==> src/rtl/shift_pkg.sv <==
// Shared types and widths for the shift scheduler and its shifter3 engine.
package shift_pkg;

    localparam int SHIFT_WIDTH = 32;
    localparam int SHIFT_WSHAM = $clog2(SHIFT_WIDTH);

    typedef enum logic [1:0] {
        IDLE = 2'd0,
        RUN  = 2'd1,
        RESP = 2'd2
    } sched_state_e;

    typedef struct packed {
        logic [SHIFT_WIDTH-1:0] val;
        logic [SHIFT_WSHAM-1:0] sham;
        logic                   right;
        logic                   arith;
        logic                   id;
    } shift_op_t;

endpackage

==> src/rtl/shifter3.sv <==
// Multicycle shift engine: up to 3 bit positions per cycle, no operand storage.
// Right shifts by a nonzero amount spend their start cycle on setup before stepping.
module shifter3 #(
    parameter int  WIDTH = 32,
    localparam int WSHAM = $clog2(WIDTH)
) (
    input  logic             clk,
    input  logic             rst,
    input  logic             start,
    input  logic [WIDTH-1:0] val_i,
    input  logic [WSHAM-1:0] sham_i,
    input  logic             right_shift,
    input  logic             arith_shift,
    output logic [WIDTH-1:0] val_o,
    output logic [WSHAM-1:0] sham_o,
    output logic             done
);

    logic             run_q;
    logic             run_d;
    logic             active;
    logic             step;
    logic [WSHAM-1:0] amt;

    always_comb begin
        active = start | run_q;
        step   = run_q | ~right_shift | (sham_i == '0);
        amt    = '0;
        if (step) begin
            amt = (sham_i > WSHAM'(3)) ? WSHAM'(3) : sham_i;
        end
        if (!right_shift) begin
            val_o = val_i << amt;
        end else if (arith_shift) begin
            val_o = $unsigned($signed(val_i) >>> amt);
        end else begin
            val_o = val_i >> amt;
        end
        sham_o = sham_i - amt;
        done   = active & step & (sham_i <= WSHAM'(3));
        run_d  = active & ~done;
    end

    always_ff @(posedge clk) begin
        if (rst) begin
            run_q <= 1'b0;
        end else begin
            run_q <= run_d;
        end
    end

endmodule

==> src/rtl/shift_sched.sv <==
// Round-robin two-requester scheduler driving the shared shifter3 engine.
// Optional SHIFT_SCHED_BYPASS_EN: zero-amount requests skip RUN and respond next cycle.
module shift_sched
    import shift_pkg::*;
#(
    parameter int  WIDTH = SHIFT_WIDTH,
    localparam int WSHAM = $clog2(WIDTH)
) (
    input  logic                  clk,
    input  logic                  rst,
    input  logic [1:0]            req_valid,
    output logic [1:0]            req_ready,
    input  logic [1:0][WIDTH-1:0] req_val,
    input  logic [1:0][WSHAM-1:0] req_sham,
    input  logic [1:0]            req_right,
    input  logic [1:0]            req_arith,
    output logic                  rsp_valid,
    input  logic                  rsp_ready,
    output logic [WIDTH-1:0]      rsp_data,
    output logic                  rsp_id,
    output logic                  busy
);

    sched_state_e     state_q, state_d;
    shift_op_t        op_q, op_d;
    logic [1:0]       ptr_q, ptr_d;
    logic             start_q, start_d;
    logic             rsp_valid_q, rsp_valid_d;
    logic [WIDTH-1:0] rsp_data_q, rsp_data_d;
    logic             rsp_id_q, rsp_id_d;

    logic [1:0]       grant;
    logic             sel;
    logic [WIDTH-1:0] eng_val;
    logic [WSHAM-1:0] eng_sham;
    logic             eng_done;

    shifter3 #(.WIDTH(WIDTH)) u_engine (
        .clk         (clk),
        .rst         (rst),
        .start       (start_q),
        .val_i       (op_q.val),
        .sham_i      (op_q.sham),
        .right_shift (op_q.right),
        .arith_shift (op_q.arith),
        .val_o       (eng_val),
        .sham_o      (eng_sham),
        .done        (eng_done)
    );

    always_comb begin
        // ptr_q is one-hot and names the requester that wins a tie
        grant = 2'b00;
        if (state_q == IDLE) begin
            grant = (req_valid == 2'b11) ? ptr_q : req_valid;
        end
        sel = grant[1];

        state_d     = state_q;
        op_d        = op_q;
        ptr_d       = ptr_q;
        start_d     = 1'b0;
        rsp_valid_d = rsp_valid_q;
        rsp_data_d  = rsp_data_q;
        rsp_id_d    = rsp_id_q;

        case (state_q)
            IDLE: begin
                if (|grant) begin
                    op_d = '{val: req_val[sel], sham: req_sham[sel], right: req_right[sel],
                             arith: req_arith[sel], id: sel};
                    ptr_d   = ~grant;
                    state_d = RUN;
                    start_d = 1'b1;
`ifdef SHIFT_SCHED_BYPASS_EN
                    if (req_sham[sel] == '0) begin
                        state_d     = RESP;
                        start_d     = 1'b0;
                        rsp_valid_d = 1'b1;
                        rsp_data_d  = req_val[sel];
                        rsp_id_d    = sel;
                    end
`endif
                end
            end
            RUN: begin
                op_d.val  = eng_val;
                op_d.sham = eng_sham;
                if (eng_done) begin
                    rsp_data_d  = eng_val;
                    rsp_id_d    = op_q.id;
                    rsp_valid_d = 1'b1;
                    state_d     = RESP;
                end
            end
            RESP: begin
                if (rsp_ready) begin
                    rsp_valid_d = 1'b0;
                    state_d     = IDLE;
                end
            end
            default: state_d = IDLE;
        endcase
    end

    always_ff @(posedge clk) begin
        op_q <= op_d;
        if (rst) begin
            state_q     <= IDLE;
            ptr_q       <= 2'b01;
            start_q     <= 1'b0;
            rsp_valid_q <= 1'b0;
            rsp_data_q  <= '0;
            rsp_id_q    <= 1'b0;
        end else begin
            state_q     <= state_d;
            ptr_q       <= ptr_d;
            start_q     <= start_d;
            rsp_valid_q <= rsp_valid_d;
            rsp_data_q  <= rsp_data_d;
            rsp_id_q    <= rsp_id_d;
        end
    end

    assign req_ready = grant;
    assign rsp_valid = rsp_valid_q;
    assign rsp_data  = rsp_data_q;
    assign rsp_id    = rsp_id_q;
    assign busy      = (state_q != IDLE);

endmodule
==> config.mk <==
export PLATFORM = sky130hd
export DESIGN_NAME = shift_sched
export DESIGN_NICKNAME = d
export VERILOG_FILES = /design/src/rtl/shift_pkg.sv /design/src/rtl/shifter3.sv /design/src/rtl/shift_sched.sv
export SDC_FILE = /design/constraint.sdc
export NUM_CORES = 1
export LEC_CHECK = 0
export ABC_AREA = 1
export BUFFER_PORTS_ARGS = -buffer_cell sky130_fd_sc_hd__buf_2
export CORE_MARGIN = 4
export CORE_UTILIZATION = 51
export CTS_CLUSTER_DIAMETER = 40
export CTS_CLUSTER_SIZE = 10
export DETAILED_ROUTE_END_ITERATION = 8
export GPL_ROUTABILITY_DRIVEN = 0
export PLACE_DENSITY = 0.82
export SKIP_LAST_GASP = 1
export SLEW_MARGIN = 20
export SYNTH_ARGS = -nofsm -noshare
export SYNTH_HDL_FRONTEND = slang
export SYNTH_SLANG_ARGS = --single-unit
export TNS_END_PERCENT = 30
==> constraint.sdc <==
create_clock -name clk -period 2.2 [get_ports clk]
set_input_delay 0.11 -clock clk [delete_from_list [all_inputs] [get_ports clk]]
set_output_delay 0.11 -clock clk [all_outputs]
set_load 0.03 [all_outputs]
== After elaboration in Yosys (flattened, before gate mapping) ==
Index checks and enable logic that the tools add are counted.

* Reduce and logical (&&, ||, !) cells: 12
* Bitwise logic cells: 10
* Muxes and demuxes: 24
* Shift-type cells: 3
* $add $sub $neg: 1
* Equality and inequality tests: 6
* $lt $le $gt $ge: 3

{| class="wikitable"
|+ Operators by type and width
! operator !! count
|-
| two-way mux 32 bit || 4
|-
| one-hot mux 37 bit (2 select lines) || 1
|-
| two-way mux 40 bit || 1
|-
| left shift 32 x 5 -> 32 bit || 1
|-
| >> shifter 32 x 5 -> 32 bit || 1
|-
| >>> shifter 32 x 5 -> 32 bit || 1
|-
| two-way mux 5 bit || 4
|-
| two-way mux 2 bit || 5
|-
| two-way mux 1 bit || 7
|-
| one-hot mux 2 bit (3 select lines) || 1
|-
| AND reduction 2 bit || 3
|-
| AND reduction 3 bit || 2
|-
| nonzero test 2 bit || 3
|-
| greater-than comparator 5 x 2 -> 1 bit (second input constant) || 1
|-
| less-or-equal comparator 5 x 2 -> 1 bit (second input constant) || 1
|-
| logical NOT 5 bit || 1
|-
| subtractor 5 bit || 1
|-
| == test 2 bit (second input constant) || 2
|-
| inequality test 2 bit (second input constant) || 2
|-
| OR reduction 2 bit || 2
|-
| AND 1 bit || 3
|-
| inverter 1 bit || 3
|-
| bitwise OR 1 bit || 3
|-
| == test 2 x 1 -> 1 bit (second input constant) || 1
|-
| 5 further kinds || 5
|}

* Output and inout bits: 37
* Bits of input ports: 83
* Logic and storage cells: 71
* Bits in registers: 80

== Logic depth before layout (Yosys ltp) ==
Gate-level depths: netlist (run 1).

* Depth after elaboration: 8
* Gate-level depth with buffers: 16

== Modules after synthesis ==
Synthesis (run 1) repeated with hierarchy kept, for this count alone.

* Cell total of the unflattened synthesis: 948
* Area total of the unflattened synthesis: 5848.1 um^2

{| class="wikitable"
|+ Modules (own cells, without submodules)
! module !! area an instance (um^2) !! sequential area each (um^2) !! cells an instance !! times used
|-
| shift_sched || 3906.2 || 1981.9 || 512 || 1
|-
| shifter3 || 1941.9 || 20.0 || 436 || 1
|}

== Worst setup path after synthesis (run 1) ==
No wires, ideal clock.

* Path type: reg-to-reg
* Start point: reg state_q[1]
* End point: reg op_q[10] (netlist name), enable pin
* Period minus slack after synthesis: 2.541 ns
* Path buffers: 1
* Path slack: -0.341 ns
* Setup time: 0.395 ns
* Stages on the path, launching flop included: 8
* Arrival time: 2.146 ns
* Cell sequence: dfxtp_1 -> nor2_1 -> and3_1 -> inv_1 -> nand2_2 -> inv_1 -> buf_2 -> nand2_1

* Word-level cells in the longest chain between the ends: 5

{| class="wikitable"
|+ RTL lines
! item !! RTL line !! RTL
|-
| start, declared || shift_sched.sv:24 || <nowiki>sched_state_e state_q, state_d;</nowiki>
|-
| start signal, assigned || shift_sched.sv:116 || <nowiki>state_q <= state_d;</nowiki>
|-
| logical NOT 2 bit || shift_sched.sv:54 || <nowiki>if (state_q == IDLE) begin</nowiki>
|-
| two-way mux 2 bit || shift_sched.sv:54 ||
|-
| net req_ready[0] || shift_sched.sv:12 || <nowiki>output logic [1:0] req_ready,</nowiki>
|-
| OR reduction 2 bit || shift_sched.sv:69 || <nowiki>if (|grant) begin</nowiki>
|-
| inequality test 2 x 1 -> 1 bit (no line) || - ||
|-
| AND reduction 2 bit (no line) || - ||
|-
| end signal, assigned || shift_sched.sv:107 || <nowiki>op_q <= op_d;</nowiki>
|-
| end, declared || shift_sched.sv:25 || <nowiki>shift_op_t op_q, op_d;</nowiki>
|}

The timed path passes the listed nets, and every way through them passes these cells.
A chain may end at the register's enable or synchronous reset.

== Worst setup path in the final report (run 1) ==
* Start point: reg state_q[1]
* End point: out req_ready[1]

* Word-level cells in the longest chain between the ends: 2

{| class="wikitable"
|+ RTL lines
! item !! RTL line
|-
| logical NOT 2 bit || shift_sched.sv:54
|-
| two-way mux 2 bit || shift_sched.sv:54
|-
| end, declared || shift_sched.sv:12
|}

No other way between the ends.

==> impl_results.md, run 1 <==
* Run status: finished clean
* FF+latch count, synth at 80
* Global-route wire length before repair at 24.64 mm
* Core area at 10940 sq um
* Leak at 3.605 nW
* Dpl ws at 0.2206 ns
* Clock Latency Late Sink at 0.35 ns
* Finished Layout Cells at 1098
* Tmin final at 2.047 ns
* Clk sinks at 80
* Fmax at 0.4885 GHz
* Fin. Hold Viols at 0
* Worst r2r dst: op_q[24]$_DFFE_PP_
* R2R cell count at 6
* Clk buf depth at 2
* Clock power frac at 22.0%
* Die width at 113.9 microns
* Initial DRC Count at 394
* Endpoints failing setup at 0
* NumNets Final at 1041
* Residual DRC count at 0
* Unique masters post-synth at 36
* Hold Slack at 0.03213 ns
* DRT Pass-1 Iters at 4
* Adder-Cell Fraction of Synth Area at 1.224%
* Seq pwr share at 30.8%
* CTS tree: done
* CP max stage cell: clkinv_2
* Share of the synthesized area in the top cell type at 20.98%
* Main area contributors after synthesis: edfxtp_1 (21%), nand2_1 (19%), nand3_1 (16%)
* Worst path cell trace: nor2_1, nand3_2, buf_4, clkinv_2, buf_2
* Hold path endpoint: state_q[1]$_SDFFE_PP0P_
* Sw frac at 42.86%
* Final max-slew violation count at 0
* Ratio of cells with drive above 1 in the final layout at 20.35%
* PD cells at 1044 nW/um^2
* Largest net degree at the start of global routing at 47
* Vias at 5822
* Instance area at placement at 6435 sq um
* Die height at 113.9 microns
* Area leader, netlist: edfxtp_1
* WP data required at 2.09 ns
* Synthesized instance count at 851
* Maxcap violations at 0
* Filler instances at 1051
* Worst R2R Setup Slack at 0.16 ns
* Period utilization at 93.05%
* TritonCTS buffer count at 9
* Util after Layout at 61.67%
* Ant. Diodes at 0
* Dpl hpwl at 10.38 mm
* Primary FF master, synth: edfxtp_1
* Routed vias/inst at 5.302
* Initial antenna violation count at 0
* Fin worst setup slack at 0.1529 ns
* Root Driver: clkbuf_16
* Pwr Total at 7.041 mW
* Clock skew at 0.008402 ns
* Ys Warns at 0
* Reg2Reg Launch Point: state_q[1]$_SDFFE_PP0P_
* P_sw at 3.018 mW
* Power share of the combinational group at 47.2%
* Synth Area in Simple Gates at 40.17%
* Setup TNS at 0 ns
* Layout area overhead at 17.81%
* XOR/XNOR share of the synthesized area at 0.1530%
* Die footprint at 12980 sq um
* CTS H-tree depth at 3
* Max incr delay on CP at 0.41 ns
* Starting Density at 52.35%
* PortBufs at 119
* Mux contribution to synthesized area at 2.448%
* Worst Hold Class: in2reg
* Crit path max fanout at 28
* I/O Pins at 120
* CP Buf/Inv Count at 3
* Hold depth at 2
* Largest family of logic cells by synthesized area: simple AND/OR/NAND/NOR gates
* Vias in the first global route at 5379
* Total Routed Length at 14.77 mm
* Total track usage at 23.10%
* CP Class: reg2out
* Worst EP arrival at 1.94 ns
* Most common cell in the synthesized netlist: nand2_1
* Type of origin of the critical path: flop
* # Post-CTS Setup Buffers at 0
* Crit. End Element: output port
* Internal at 4.023 mW
* Avg Inst Size Synth at 6.726 sq um
* Hold Crit Start: rst
* # rows at 38
* GRT Residual Overflow at 0
* WL per Instance at 13.45 microns
* EDFF count, synth at 40
* Crit path max-delay family: buffers and inverters
* Post-synthesis sequential area ratio at 34.97%
* Antenna Nets Post-Route at 0
* Commonest cells post-synth: nand2_1 (286), nand3_1 (187), inv_1 (87)
* Placed cells at 1082
* Synth Cell Area at 5724 sq um
* Final instance area at 6744 sq um
* Ys async rst share at 0%
* VDD IR max at 0.6160 mV
* Post-synthesis compound-gate area fraction at 9.421%
* Reg clk slew, reported paths at 0.06 ns
* RSZ-0062 raised after global routing: false
-- worst register-to-register path, delay by kind of cell, from the launching register on --
family / cells / cell delay (ns)
AND/OR/NAND/NOR: 3 / 0.32
buffers and inverters: 2 / 0.65
flip-flops: 1 / 0.38
AO/OA/AOI/OAI: 1 / 0.42
-- kinds of logic (layout without fill, tap and decap cells) --
family	Yosys count	count (layout)
flip-flops	80	80
other	1	2
AO/OA/AOI/OAI	80	80
AND/OR/NAND/NOR	520	520
adder cells (fa/ha/maj)	5	5
multiplexers	14	14
buffers and inverters	150	256
XOR/XNOR	1	1
-- routing by layer --
metal	GRT usage (%)	up-vias	share of wire, %
met4	6.334	0	1.3
met5	0	-	0
met1	30.59	2592	44
met2	38.06	210	47
met3	5.252	19	7.1
li1	-	3001	-
-- state kept, by name (all words and copies together) (netlist names) --
name and count:
rsp_id 1, u_engine.run_q 1, start_q 1, op_q 40
state_q 2, rsp_data 32, ptr_q 2, rsp_valid 1
-- final cells by class --
type                    instances  area, sq um  share of cell area, %
repair buffers                143        813.3                  12.06
well taps                     140        175.2                  2.597
multi-input cells             622         3080                  45.68
clock buffers                  10        239.0                  3.544
clock inverters                 6        68.82                  1.020
inverters                      97        365.4                  5.417
flip-flops and latches         80         2002                  29.68
-- worst max-delay path by stage --
| stage | endpoint | from | slack (ns) | cells past startpoint |
|---|---|---|---|---|
| final | req_ready[1] | state_q[1]$_SDFFE_PP0P_ | 0.15 | 5 |
| after global routing | req_ready[1] | state_q[1]$_SDFFE_PP0P_ | 0.02 | 5 |
| after CTS | req_ready[1] | state_q[1]$_SDFFE_PP0P_ | 0.07 | 5 |
| after detailed placement | op_q[7]$_DFFE_PP_ | op_q[5]$_DFFE_PP_ | 0.22 | 13 |
| after global placement | op_q[7]$_DFFE_PP_ | op_q[7]$_DFFE_PP_ | 0.27 | 13 |
| after floorplan | op_q[7]$_DFFE_PP_ | op_q[2]$_DFFE_PP_ | -0.12 | 16 |
-- cell usage in the layout, fill, tap and decap left out, drive strengths merged --
master    count
nand2       290
nand3       189
buf         143
inv          89
edfxtp       40
dfxtp        40
o21a         32
or2          21
o211ai       21
o21ai        17
mux2i        14
nor2         13
clkinv       12
clkbuf       10
a21oi         6
nand3b        4
ha            4
o22ai         2
conb          2
and3          1
a31oi         1
xnor2         1
nand4         1
a211oi        1
nor3          1
fa            1
clkinvlp      1
bufinv        1
-- timing repair --
action | in CTS | in global routing
resized for setup | 0 | 1
setup endpoints to repair | 0 | 1
hold buffers | 0 | 0
-- power groups by stage --
stage	combinational (mW)	clock, mW	sequential [mW]
2_1_floorplan	2.54	0	2.22
3_5_place_dp	3.27	0	2.20
6_report	3.32	1.55	2.17
4_1_cts	3.30	1.56	2.17
3_3_place_gp	3.23	0	2.19
5_1_grt	3.79	1.63	2.20
(Power assumes the default switching activity.)
==> inputs of run 2 (changes only) <==
--- a/config.mk
+++ b/config.mk
@@ -13,10 +13,9 @@
 export CTS_CLUSTER_SIZE = 10
 export DETAILED_ROUTE_END_ITERATION = 8
 export GPL_ROUTABILITY_DRIVEN = 0
-export PLACE_DENSITY = 0.82
+export PLACE_DENSITY = 0.86
 export SKIP_LAST_GASP = 1
 export SLEW_MARGIN = 20
 export SYNTH_ARGS = -nofsm -noshare
 export SYNTH_HDL_FRONTEND = slang
 export SYNTH_SLANG_ARGS = --single-unit
-export TNS_END_PERCENT = 30
==> run 2 against run 1 <==
  * Clock skew hardly changed
  * Cell area is 0.30% lower
  * Global-route usage is 0.41 points higher
  * Total power is 0.98% higher
  * Via count is 1.8% higher
  * Count of clock-buffer cells in the layout is 2 higher
  * Sequential share of layout area is 0.088 points higher
  * Largest power group unchanged
==> impl_results.md, run 2 (synthesis results as in run 1) <==
* Run status: finished clean
* Reg clk slew, reported paths at 0.06 ns (about the same)
* Worst Hold Class: in2reg
* Worst EP arrival at 1.91 ns (-0.03 ns)
* Core area at 10940 sq um (unchanged)
* Endpoints failing setup at 0 (unchanged)
* Die footprint at 12980 sq um (unchanged)
* Root Driver: clkbuf_16
* Die height at 113.9 microns (unchanged)
* RSZ-0062 raised after global routing: false
* Leak at 3.577 nW (-0.77%)
* Met2 wire len at 7.094 mm (+1.3%)
* # Post-CTS Setup Buffers at 0 (unchanged)
* Hold Slack at 0.02501 ns (-0.007127 ns)
* Clock skew at 0.008242 ns (-0.0001595 ns)
* Vias at 5924 (+1.8%)
* DRT Pass-1 Iters at 5 (+1)
* Residual DRC count at 0 (unchanged)
* Initial DRC Count at 539 (+37%)
* CP max stage cell: inv_4
* PD cells at 1058 nW/um^2 (+1.3%)
* GRT Residual Overflow at 0 (unchanged)
* CP Class: reg2out
* Type of origin of the critical path: flop
* Ant. Diodes at 0 (unchanged)
* Initial antenna violation count at 0 (unchanged)
* CTS H-tree depth at 3 (unchanged)
* Total Routed Length at 15.10 mm (+2.2%)
* Final max-slew violation count at 0 (unchanged)
* Antenna Nets Post-Route at 0 (unchanged)
* Crit path max fanout at 40 (+43%)
* Vias in the first global route at 5519 (+2.6%)
* Most used cells in the layout excluding fill and tap cells: nand2_1 (285), nand3_1 (186), buf_2 (119)
* I/O Pins at 120 (unchanged)
* Fmax at 0.4953 GHz (+1.4%)
* Max reg flops at 40 (unchanged)
* Period utilization at 91.78% (-1.3 points)
* NumNets Final at 1034 (-0.67%)
* WP data required at 2.09 ns (about the same)
* Fin. Hold Viols at 0 (unchanged)
* CTS tree: done
* Layout area overhead at 17.46%
* Commonest non-fill, non-tap cell in the layout: nand2_1
* Util after Layout at 61.49% (-0.18 points)
* Die width at 113.9 microns (unchanged)
* PortBufs at 119 (unchanged)
* Rel. slew slack at 63.52%
* WL per Instance at 13.84 microns (+2.9%)
* Largest net degree at the start of global routing at 65 (+38%)
* # rows at 38 (unchanged)
* Dpl hpwl at 10.24 mm (-1.4%)
* Ratio of cells with drive above 1 in the final layout at 19.98% (-0.38 points)
* M1 wire length at 6.342 mm (-2.9%)
* Routed vias/inst at 5.430 (+2.4%)
* DR top layer: met4
* Worst Tran Pin Value at 0.5463 ns
* Clk sinks at 80 (unchanged)
* Maxcap violations at 0 (unchanged)
* Tmin final at 2.019 ns (-0.02800 ns)
* Clk buf depth at 2 (unchanged)
* Crit. End Element: output port
* Clock Latency Late Sink at 0.34 ns (about the same)
* TritonCTS buffer count at 9 (unchanged)
* Global-route wire length before repair at 25.04 mm (+1.6%)
* VDD IR max at 0.5254 mV (-15%)
* Worst path cell trace: nor2_1, nand3_2, buf_4, inv_4, buf_2
* Total track usage at 23.50% (+0.41 points)
* Largest Register: op_q
* Max incr delay on CP at 0.35 ns (-0.06 ns)
* Starting Density at 52.35% (unchanged)
* Met3 routed WL at 1.361 mm (+31%)
## run 2: changes by cell type in the layout (fill, tap and decap cells not counted), sizes merged
cell / previous run / this run
buf: 143 / 136
clkinv: 12 / 9
clkbuf: 10 / 12
bufinv: 1 / 2
clkinvlp: 1 / 0
inv: 89 / 90
## run 2: final timing paths
kind / startpoint / end / slack [ns] / depth (start not counted)
hold reg to reg: rsp_valid$_SDFFE_PP0P_ / rsp_valid$_SDFFE_PP0P_ / 0.47 / 2
setup / recovery: state_q[1]$_SDFFE_PP0P_ / req_ready[1] / 0.18 / 5
hold / removal: rst / state_q[1]$_SDFFE_PP0P_ / 0.03 / 2
setup reg to reg: op_q[4]$_DFFE_PP_ / op_q[17]$_DFFE_PP_ / 0.21 / 9
## run 2: report_power, final
group          switching (mW)  internal, mW  leakage (nW)
sequential              0.203          1.97         0.737
combinational            2.19          1.13          2.69
clock                   0.593          1.02         0.154
total                    2.99          4.12          3.58
## run 2: worst max-delay path, delay by kind of cell (launching register included)
kind	cells	cell delay [ns]
simple gates	2	0.31
flops	1	0.34
buf+inv	3	0.91
## run 2: through the flow
step | worst slack (ns) | instances | total power, mW | instance area (sq um) | TNS (ns)
after floorplan | -0.002720 | 852 | 4.791 | 5754 | -0.002720
after CTS | 0.005232 | 1091 | 7.089 | 6721 | 0
final | 0.1809 | 1091 | 7.111 | 6724 | 0
after global routing | 0.02022 | 1091 | 7.705 | 6724 | 0
after detailed placement | 0.2558 | 1075 | 5.450 | 6406 | 0
after global placement | 0.2674 | 1075 | 5.399 | 6406 | 0
## run 2: cell type report
type / count / area (sq um)
fillers: 1031 / 4212
clock inverters: 4 / 68.82
well taps: 140 / 175.2
flip-flops and latches: 80 / 2002
repair buffers: 136 / 760.7
multi-input cells: 622 / 3104
inverters: 97 / 366.6
clock buffers: 12 / 246.5
## run 2: timing repair
action | CTS | global route
resized for setup | 0 | 2
hold buffers | 0 | 0
endpoints found under the hold margin | 0 | 0
endpoints found under the setup margin | 0 | 1
## run 2: layer usage
metal	vias up	global-route usage, %
li1	2973	-
met1	2639	31.33
met2	287	37.98
met3	25	4.721
met4	0	8.393
met5	-	0
